===== src/rtl/oam_dma.sv =====
// OAM DMA initiator: snoops CPU writes to $4014, halts the CPU and copies one
// 256-byte page into sprite RAM through the PPU OAM data port.
module oam_dma #(
    parameter logic [15:0] DMA_REG      = 16'h4014,
    parameter logic [15:0] OAM_DATA_REG = 16'h2004
) (
    input  logic        ppu_clk,
    input  logic        reset,
    input  logic        cpu_ce,
    input  logic        odd_or_even,
    input  logic [15:0] bus_addr,
    input  logic [7:0]  bus_din,
    input  logic        bus_wr,
    input  logic [7:0]  mem_rdata,
    output logic        dma_hijack,
    output logic [15:0] dma_addr,
    output logic        dma_wr,
    output logic [7:0]  dma_dout,
    output logic        busy
);

    typedef enum logic [2:0] {
        IDLE  = 3'd0,
        HALT  = 3'd1,
        ALIGN = 3'd2,
        READ  = 3'd3,
        WRITE = 3'd4
    } state_t;

    state_t     state_q, state_d;
    logic [7:0] page_q, page_d;
    logic [7:0] idx_q, idx_d;
    logic [7:0] data_q, data_d;

    always_ff @(posedge ppu_clk) begin
        if (reset) begin
            state_q <= IDLE;
            page_q  <= 8'h00;
            idx_q   <= 8'h00;
            data_q  <= 8'h00;
        end else begin
            state_q <= state_d;
            page_q  <= page_d;
            idx_q   <= idx_d;
            data_q  <= data_d;
        end
    end

    // Everything advances only on the CPU-cycle strobe; cpu_ce=0 holds all state.
    always_comb begin
        state_d = state_q;
        page_d  = page_q;
        idx_d   = idx_q;
        data_d  = data_q;
        if (cpu_ce) begin
            unique case (state_q)
                IDLE: begin
                    if (bus_wr && (bus_addr == DMA_REG)) begin
                        page_d  = bus_din;
                        idx_d   = 8'h00;
                        state_d = HALT;
                    end
                end
                HALT:  state_d = odd_or_even ? ALIGN : READ;
                ALIGN: state_d = READ;
                READ: begin
                    data_d  = mem_rdata;
                    state_d = WRITE;
                end
                WRITE: begin
                    idx_d   = idx_q + 8'd1;
                    state_d = (idx_q == 8'hFF) ? IDLE : READ;
                end
                default: state_d = IDLE;
            endcase
        end
    end

    always_comb begin
        dma_addr = 16'h0000;
        dma_wr   = 1'b0;
        dma_dout = 8'h00;
        unique case (state_q)
            HALT, ALIGN: dma_addr = {page_q, 8'h00};
            READ:        dma_addr = {page_q, idx_q};
            WRITE: begin
                dma_addr = OAM_DATA_REG;
                dma_wr   = 1'b1;
                dma_dout = data_q;
            end
            default: ;
        endcase
    end

    assign dma_hijack = (state_q != IDLE);
    assign busy       = dma_hijack;

endmodule


===== config.mk =====
export PLATFORM = sky130hd
export DESIGN_NAME = oam_dma
export DESIGN_NICKNAME = d
export VERILOG_FILES = /design/src/rtl/oam_dma.sv
export SDC_FILE = /design/constraint.sdc
export NUM_CORES = 1
export LEC_CHECK = 0
export ABC_AREA = 1
export BUFFER_PORTS_ARGS = -buffer_cell sky130_fd_sc_hd__buf_2
export CORE_ASPECT_RATIO = 0.7
export CORE_MARGIN = 4
export CORE_UTILIZATION = 42
export DETAILED_ROUTE_END_ITERATION = 6
export PLACE_DENSITY = 0.73
export SETUP_SLACK_MARGIN = 0.02
export SLEW_MARGIN = 20
export SYNTH_ARGS = -nofsm -noshare
export SYNTH_HDL_FRONTEND = slang
export SYNTH_SLANG_ARGS = --single-unit

===== constraint.sdc =====
create_clock -name ppu_clk -period 1.2 [get_ports ppu_clk]
set_input_delay 0.06 -clock ppu_clk [delete_from_list [all_inputs] [get_ports ppu_clk]]
set_output_delay 0.06 -clock ppu_clk [all_outputs]
set_load 0.05 [all_outputs]

==> impl_metrics.py, run 1 <==
metrics = {
    "run_status": {
        "outcome": "complete, but fails checks",
        "failing_checks": "negative setup slack",
    },
    "power_and_ir_drop": {
        "power_density_relative_to_cell_area_mw_per_mm2": 537,
        "max-vdd-ir-drop_mv": 0.923,
        "power_leakage_nw": 1.23,
        "clock_power_share_pct": 36.3,
        "seqPwrFrac_pct": 54.6,
        "switching_share_pct": 26.1,
        "sw_power_w": 0.000425,
        "internal_power_w": 0.00120,
        "comb_power_share_pct": 9.1,
    },
    "synth": {
        "synth.cell_area_mm2": 0.00148,
        "yosys-top-cells-area": "sky130_fd_sc_hd__dfxtp_1 (36%), sky130_fd_sc_hd__nand2_1 (14%), sky130_fd_sc_hd__nor2_1 (14%)",
        "async_flop_share_pct": 0,
        "netlist.area_leader.share_pct": 36.5,
        "post_synth.cell_area_avg_um2": 6.10,
        "synthesis.instances": 243,
        "yosysWarningCount": 0,
        "ys.flop_type": "sky130_fd_sc_hd__dfxtp_1",
        "synth_enable_flop_cells": 0,
        "synthesis.nets": 281,
        "yosysUniqueCellTypes": 22,
        "seq_area_frac_synth_pct": 36.5,
        "synth_seq_cells": 27,
        "yosys.area.top_type": "sky130_fd_sc_hd__dfxtp_1",
    },
    "timing": {
        "hold_ws_ns": 0.0144,
        "timing.final.max_slew_violations": 0,
        "final-hold-violation-count": 0,
        "final_min_period_over_clock_period_pct": 134,
        "period_needed_ns": 1.61,
        "setup_tns_ns": -14.96,
        "grt_setup_unrepaired": "true",
        "timing_worst_slew_pin_value_ns": 0.291,
        "fin_worst_skew_ns": 0.00514,
        "max_slew_margin_pct": 80.5,
        "post-route-worst-setup-slack_ns": -0.412,
        "timing.fmax_mhz": 620,
        "setup_viol": 54,
    },
    "layout": {
        "layout-drive-gt1-share_pct": 60.1,
        "antenna-diode-count": 0,
        "layout.nets": 380,
        "mostFrequentLayoutCell": "sky130_fd_sc_hd__buf_2",
        "synthToLayoutAreaGrowth_pct": 104,
        "layout_common_cells": "sky130_fd_sc_hd__buf_2 (36), sky130_fd_sc_hd__inv_1 (32), sky130_fd_sc_hd__buf_6 (29)",
    },
    "critical_path": {
        "required_ns": 1.39,
        "critical_path.endpoint_type": "flip-flop",
        "critPathLaunchType": "flip-flop",
        "path_delay_family": "simple AND/OR/NAND/NOR gates",
        "worstPathArrival_ns": 1.80,
        "crit_type": "flip-flop to flip-flop",
        "cp_slowest_cell": "sky130_fd_sc_hd__dfxtp_4",
        "critical-path-max-stage-delay_ns": 0.39,
        "worst_path_cell_trace": "nor2_4 -> buf_6 -> nand2_8 -> or2_4 -> buf_6 -> nor2_1 -> nor2_1",
        "worst-path-max-fanout": 7,
        "worstPathBufferInverterCount": 2,
    },
    "routing": {
        "drt.antenna.violating_nets": 0,
        "post-route-drc-count": 0,
        "wl_per_cell_um": 21.2,
        "first_pass_iters": 5,
        "initialDrtViolationCount": 217,
        "drt-total-wl_mm": 8.24,
        "routed-via-count": 2235,
        "drt-vias-per-instance": 5.76,
    },
    "placed_design": {
        "port_buffers": 63,
        "gpl.final_weighted_congestion": 0.881,
        "post-dp-hpwl_mm": 3.24,
    },
    "cts": {
        "ctsHtreeMaxLevel": 1,
        "cts.path.max_buffers": 2,
        "root_buffer": "sky130_fd_sc_hd__clkbuf_8",
        "cts_made_buffers": 3,
        "clock_tree_from_tritoncts": "built",
        "clk_transition_reported_paths_ns": 0.11,
        "clock_insertion_delay_worst_skew_ns": 0.29,
        "sink_count_of_the_clock_tree": 27,
    },
    "global_route": {
        "via_count_of_the_first_global_routing_pass": 1970,
        "grtUsageMet1_pct": 33.1,
        "grt_max_degree": 18,
        "grt_antenna_before_repair": 0,
        "gr-usage-met2_pct": 44.0,
        "gr-max-usage-layer": "met2",
        "grt_pass1_wl_mm": 9.30,
        "global_route.usage.met3_pct": 6.37,
        "overflow": 0,
        "grt_usage_pct": 25.6,
    },
    "job": {
        "maxCapViolations": 0,
    },
    "floorplan": {
        "die_width_um": 79.0,
        "floorplan.initialDensity_pct": 45.2,
        "io-pin-count": 64,
        "die_area_mm2": 0.00456,
        "core_area_mm2": 0.00328,
        "chipHeight_um": 57.7,
        "rows": 17,
    },
    "min_path": {
        "timing.hold.worst.class": "input port to flip-flop",
    },
}
[final timing paths]
path	endpoint	cells past startpoint	slack [ns]	startpoint
min	page_q[7]	3	0.01	bus_din[7]
max	page_q[3]	7	-0.41	state_q[1]
min reg2reg	data_q[7]	2	0.52	data_q[7]
max reg2reg	page_q[3]	7	-0.41	state_q[1]
[metal layers]
metal | part of all wire [%] | routed length, um
met1 | 36 | 2980
met2 | 45 | 3680
met3 | 12 | 1000
met4 | 7.0 | 573
met5 | 0 | 0
[layout make-up]
cell class	count	area, um^2
Fill cell	125	248
Clock inverter	1	8.76
Multi-Input combinational cell	169	1280
Clock buffer	3	41.3
Tap cell	47	58.8
Sequential cell	27	556
Timing Repair Buffer	102	917
Inverter	39	168
[synth_stat cells (2+ instances only)]
master,number
sky130_fd_sc_hd__a21oi_1,19
sky130_fd_sc_hd__buf_2,3
sky130_fd_sc_hd__buf_6,2
sky130_fd_sc_hd__clkbuf_1,3
sky130_fd_sc_hd__dfxtp_1,27
sky130_fd_sc_hd__inv_1,38
sky130_fd_sc_hd__nand2_1,54
sky130_fd_sc_hd__nand2_2,2
sky130_fd_sc_hd__nand3_1,14
sky130_fd_sc_hd__nand4_1,2
sky130_fd_sc_hd__nor2_1,54
sky130_fd_sc_hd__nor3_1,2
sky130_fd_sc_hd__o21ai_0,14
[per-stage QoR]
stage	utilization, %	worst slack [ns]	power, W	area, um^2	instances
6_report	92.4	-0.412	0.00163	3030	388
5_1_grt	92.4	-0.455	0.00167	3030	388
4_1_cts	82.5	-0.260	0.00158	2700	379
3_5_place_dp	64.6	-0.173	0.00102	2120	363
3_3_place_gp	64.6	-0.154	0.00101	2120	363
2_1_floorplan	-	-0.180	0.000948	1680	243
[flip-flops by register name (all words and copies together), names as in the netlist]
signal / count
data_q: 8
idx_q: 8
state_q: 3
page_q: 8
[worst reg2reg max path: cells and delay by family (launching register included)]
family | cells | cell delay, ns
simple gates | 5 | 0.81
flops | 1 | 0.39
buf+inv | 2 | 0.32
[power groups by stage]
| stage | combinational (W) | sequential (W) | clock [W] |
|---|---|---|---|
| after floorplan | 0.0000317 | 0.000916 | 0 |
| after global placement | 0.0000973 | 0.000916 | 0 |
| after detailed placement | 0.000100 | 0.000916 | 0 |
| after CTS | 0.000114 | 0.000889 | 0.000579 |
| after global routing | 0.000154 | 0.000889 | 0.000624 |
| final | 0.000147 | 0.000889 | 0.000590 |
[cells by family (layout without fill, tap and decap cells)]
| group | count (synthesis) | count (layout) | share of synthesized area, % |
|---|---|---|---|
| simple gates | 133 | 135 | 36.8 |
| buf+inv | 49 | 145 | 14.7 |
| compound gates | 33 | 33 | 11.1 |
| flops | 27 | 27 | 36.5 |
| fa+ha+maj | 1 | 1 | 0.844 |
[timing repair]
item,CTS,global route
endpoints found under the setup margin,54,54
hold buffers,3,0
setup buffers,8,6
hold endpoints to repair,3,0
cloned,1,3
gates resized for setup,138,61
pin swaps,19,21
(Power assumes the default switching activity.)
==> inputs of run 2 (changes only) <==
BUFFER_PORTS_ARGS = default   (was -buffer_cell sky130_fd_sc_hd__buf_2)
CORE_UTILIZATION = 56   (was 42)
DONT_BUFFER_PORTS = 1   (was default)
PLACE_DENSITY = 0.72   (was 0.73)
SETUP_SLACK_MARGIN = default   (was 0.02)
==> run 2 against run 1 <==
Net effect: the run now fails in 4_1_cts; area after synthesis unchanged; synthesized cell count unchanged.
==> impl_metrics.py, run 2 <==
metrics = {
    "run_status": {
        "outcome": "did not finish",
        "flow.stopped_at": "4_1_cts",
        "error_message": "[ERROR DPL-0038] Utilization greater than 100%, impossible to legalize",
    },
    "synth": {
        "synthesis.instances": 243,
        "synth_seq_cells": 27,
        "netlist.area_leader.share_pct": 36.5,
        "yosys-top-cells-area": "sky130_fd_sc_hd__dfxtp_1 (36%), sky130_fd_sc_hd__nand2_1 (14%), sky130_fd_sc_hd__nor2_1 (14%)",
        "yosysWarningCount": 0,
        "async_flop_share_pct": 0,
        "synth_enable_flop_cells": 0,
        "synth_commonest_cells": "sky130_fd_sc_hd__nand2_1 (54), sky130_fd_sc_hd__nor2_1 (54), sky130_fd_sc_hd__inv_1 (38)",
        "yosysUniqueCellTypes": 22,
        "ys.flop_type": "sky130_fd_sc_hd__dfxtp_1",
        "synth.cell_area_mm2": 0.00148,
        "synthesis.nets": 281,
        "post_synth.cell_area_avg_um2": 6.10,
        "yosys.area.top_type": "sky130_fd_sc_hd__dfxtp_1",
        "seq_area_frac_synth_pct": 36.5,
    },
    "cts": {
        "ctsResizeCount": 72,
        "sink_count_of_the_clock_tree": 27,
        "hold_buffers": 18,
        "post_cts.repair.setup_buffers": 8,
        "root_buffer": "sky130_fd_sc_hd__clkbuf_8",
        "cts_made_buffers": 3,
        "cts.path.max_buffers": 2,
        "ctsHtreeMaxLevel": 1,
    },
    "floorplan": {
        "die_width_um": 69.5,
        "rows": 15,
        "chipHeight_um": 51.0,
        "io-pin-count": 64,
        "floorplan.initialDensity_pct": 59.3,
    },
    "placed_design": {
        "post-dp-hpwl_mm": 3.28,
        "port_buffers": 0,
        "gpl.final_weighted_congestion": 0.854,
    },
}
## run 2: cell counts after synthesis
Identical to the previous run, type by type.
## run 2: kinds of logic after synthesis
| family | count (synthesis) | synth area share, % |
|---|---|---|
| AND/OR/NAND/NOR | 133 | 36.8 |
| buffers and inverters | 49 | 14.7 |
| AO/OA/AOI/OAI | 33 | 11.1 |
| adder cells (fa/ha/maj) | 1 | 0.844 |
| flip-flops | 27 | 36.5 |
## run 2: stage by stage
stage / hold WS [ns] / worst slack [ns] / cells / utilization, % / instance area (um^2)
after detailed placement: 0.126 / -0.206 / 312 / 85.8 / 2140
after floorplan: 0.195 / -0.181 / 243 / - / 1680
after global placement: 0.125 / -0.101 / 312 / 85.8 / 2140
==> inputs of run 3 (changes only) <==
CORE_ASPECT_RATIO = default   (was 0.7)
CORE_UTILIZATION = 40   (was 56)
PLACE_DENSITY = default   (was 0.72)
PLACE_DENSITY_LB_ADDON = 0.15   (was default)
clock period = 1.6 ns   (was 1.2 ns; I/O delays follow)
==> run 3 against run 2 <==
Net effect: the flow now finishes without violations.
==> impl_metrics.py, run 3 (same netlist as run 1, synthesis figures left out) <==
metrics = {
    "run_status": {
        "outcome": "completed",
    },
    "critical_path": {
        "critical-path-max-stage-delay_ns": 0.37,
        "crit_top_cell": "sky130_fd_sc_hd__inv_1",
        "cp_slowest_cell": "sky130_fd_sc_hd__dfxtp_2",
        "required_ns": 1.52,
        "worst_path_cell_trace": "inv_1 -> nor3_4 -> buf_4 -> inv_1 -> nor2_1 -> buf_6",
        "crit_type": "flip-flop to primary output",
        "worstPathArrival_ns": 1.47,
        "critical_path.endpoint_type": "primary output",
        "worst-path-max-fanout": 7,
        "critPathLaunchType": "flip-flop",
    },
    "cts": {
        "clock_insertion_delay_worst_skew_ns": 0.27,
        "post_cts.repair.setup_buffers": 0,
        "cts_made_buffers": 3,
        "clk_transition_reported_paths_ns": 0.09,
        "clock_tree_from_tritoncts": "built",
        "cts.path.max_buffers": 2,
        "sink_count_of_the_clock_tree": 27,
        "root_buffer": "sky130_fd_sc_hd__clkbuf_8",
        "ctsHtreeMaxLevel": 1,
    },
    "routing": {
        "routed-via-count": 1505,
        "drt-vias-per-instance": 4.59,
        "drt-total-wl_mm": 3.47,
        "first_pass_iters": 4,
        "wl_per_cell_um": 10.6,
        "post-route-drc-count": 0,
        "drt.antenna.violating_nets": 0,
        "initialDrtViolationCount": 68,
    },
    "layout": {
        "filler_cell_count": 351,
        "mostFrequentLayoutCell": "sky130_fd_sc_hd__nor2_1",
        "post_route_design_area_mm2": 0.00193,
        "layout_common_cells": "sky130_fd_sc_hd__nor2_1 (54), sky130_fd_sc_hd__nand2_1 (52), sky130_fd_sc_hd__inv_1 (38)",
        "layout.nets": 321,
        "layout-drive-gt1-share_pct": 16.3,
        "finalCoreUtilization_pct": 56.1,
        "finalNonFillerCells": 328,
        "antenna-diode-count": 0,
        "synthToLayoutAreaGrowth_pct": 30.2,
        "largest_registers": "data_q (8), idx_q (8), page_q (8)",
    },
    "global_route": {
        "overflow": 0,
        "via_count_of_the_first_global_routing_pass": 1417,
        "grt_usage_pct": 15.8,
        "grt_max_degree": 20,
        "grt_antenna_before_repair": 0,
        "grt_pass1_wl_mm": 5.81,
    },
    "timing": {
        "setup_viol": 0,
        "final_min_period_over_clock_period_pct": 96.9,
        "fin_worst_skew_ns": 0.00374,
        "max_slew_margin_pct": 64.8,
        "final-hold-violation-count": 0,
        "period_needed_ns": 1.55,
        "timing.final.max_slew_violations": 0,
        "timing_worst_slew_pin_value_ns": 0.527,
        "post-route-worst-setup-slack_ns": 0.0497,
        "setup_tns_ns": 0,
        "grt_setup_unrepaired": "true",
        "timing.fmax_mhz": 645,
    },
    "placed_design": {
        "dpl-instance-area_mm2": 0.00171,
        "port_buffers": 0,
        "dp.cells": 311,
        "post-place-ws_ns": 0.225,
        "post-dp-hpwl_mm": 2.49,
        "gpl.final_weighted_congestion": 0.851,
    },
    "power_and_ir_drop": {
        "power_leakage_nw": 0.833,
        "power_density_relative_to_cell_area_mw_per_mm2": 571,
        "max-vdd-ir-drop_mv": 0.691,
    },
    "floorplan": {
        "die_area_mm2": 0.00474,
        "rows": 21,
        "core_area_mm2": 0.00344,
        "io-pin-count": 64,
        "floorplan.initialDensity_pct": 43.0,
        "die_width_um": 68.9,
        "chipHeight_um": 68.9,
    },
    "job": {
        "maxCapViolations": 0,
    },
    "min_path": {
        "timing.hold.worst.class": "input port to flip-flop",
    },
}
## run 3: worst max-delay path: cells and delay by family (launching register included)
| kind | cells | cell delay, ns |
|---|---|---|
| DFF | 1 | 0.37 |
| buffers and inverters | 4 | 0.49 |
| and+or+nand+nor | 2 | 0.34 |
## run 3: final cells by class
| type | count | area (um^2) | area share [%] |
|---|---|---|---|
| Multi-Input combinational cell | 167 | 739 | 38.3 |
| Sequential cell | 27 | 543 | 28.1 |
| Timing Repair Buffer | 45 | 397 | 20.6 |
| Inverter | 39 | 146 | 7.59 |
| Tap cell | 46 | 57.6 | 2.98 |
| Clock buffer | 3 | 41.3 | 2.14 |
| Clock inverter | 1 | 5.00 | 0.259 |
## run 3: path summary, 6_finish.rpt
| kind | startpoint | end | slack [ns] | cells past startpoint |
|---|---|---|---|---|
| min | mem_rdata[4] | data_q[4] | 0.005 | 2 |
| max | state_q[1] | dma_addr[3] | 0.05 | 6 |
| max reg2reg | state_q[0] | page_q[3] | 0.18 | 6 |
| min reg2reg | data_q[1] | data_q[1] | 0.46 | 2 |
## run 3: what timing repair did
action / in CTS / in global routing
hold buffers: 13 / 0
pin swaps: 0 / 1
resized for setup: 1 / 11
setup endpoints to repair: 7 / 17
endpoints found under the hold margin: 19 / 0
## run 3: metrics by stage
stage	hold WS, ns	power [W]
after floorplan	0.215	0.000711
after global placement	0.152	0.000709
after detailed placement	0.153	0.000710
after CTS	0.00250	0.00112
after global routing	0.00773	0.00115
final	0.00482	0.00110
## run 3: report_power, final
group          internal (W)  switching [W]
logic             0.0000286      0.0000230
registers          0.000671  0.00000000178
clock network      0.000174       0.000204
## run 3: layer usage
layer / vias to the layer above / global-route usage, % / part of all wire, %
met5: - / 0 / 0
met4: 0 / 1.46 / 0.32
met3: 2 / 4.86 / 9.8
met2: 59 / 26.3 / 43
met1: 628 / 20.7 / 47
li1: 816 / - / -
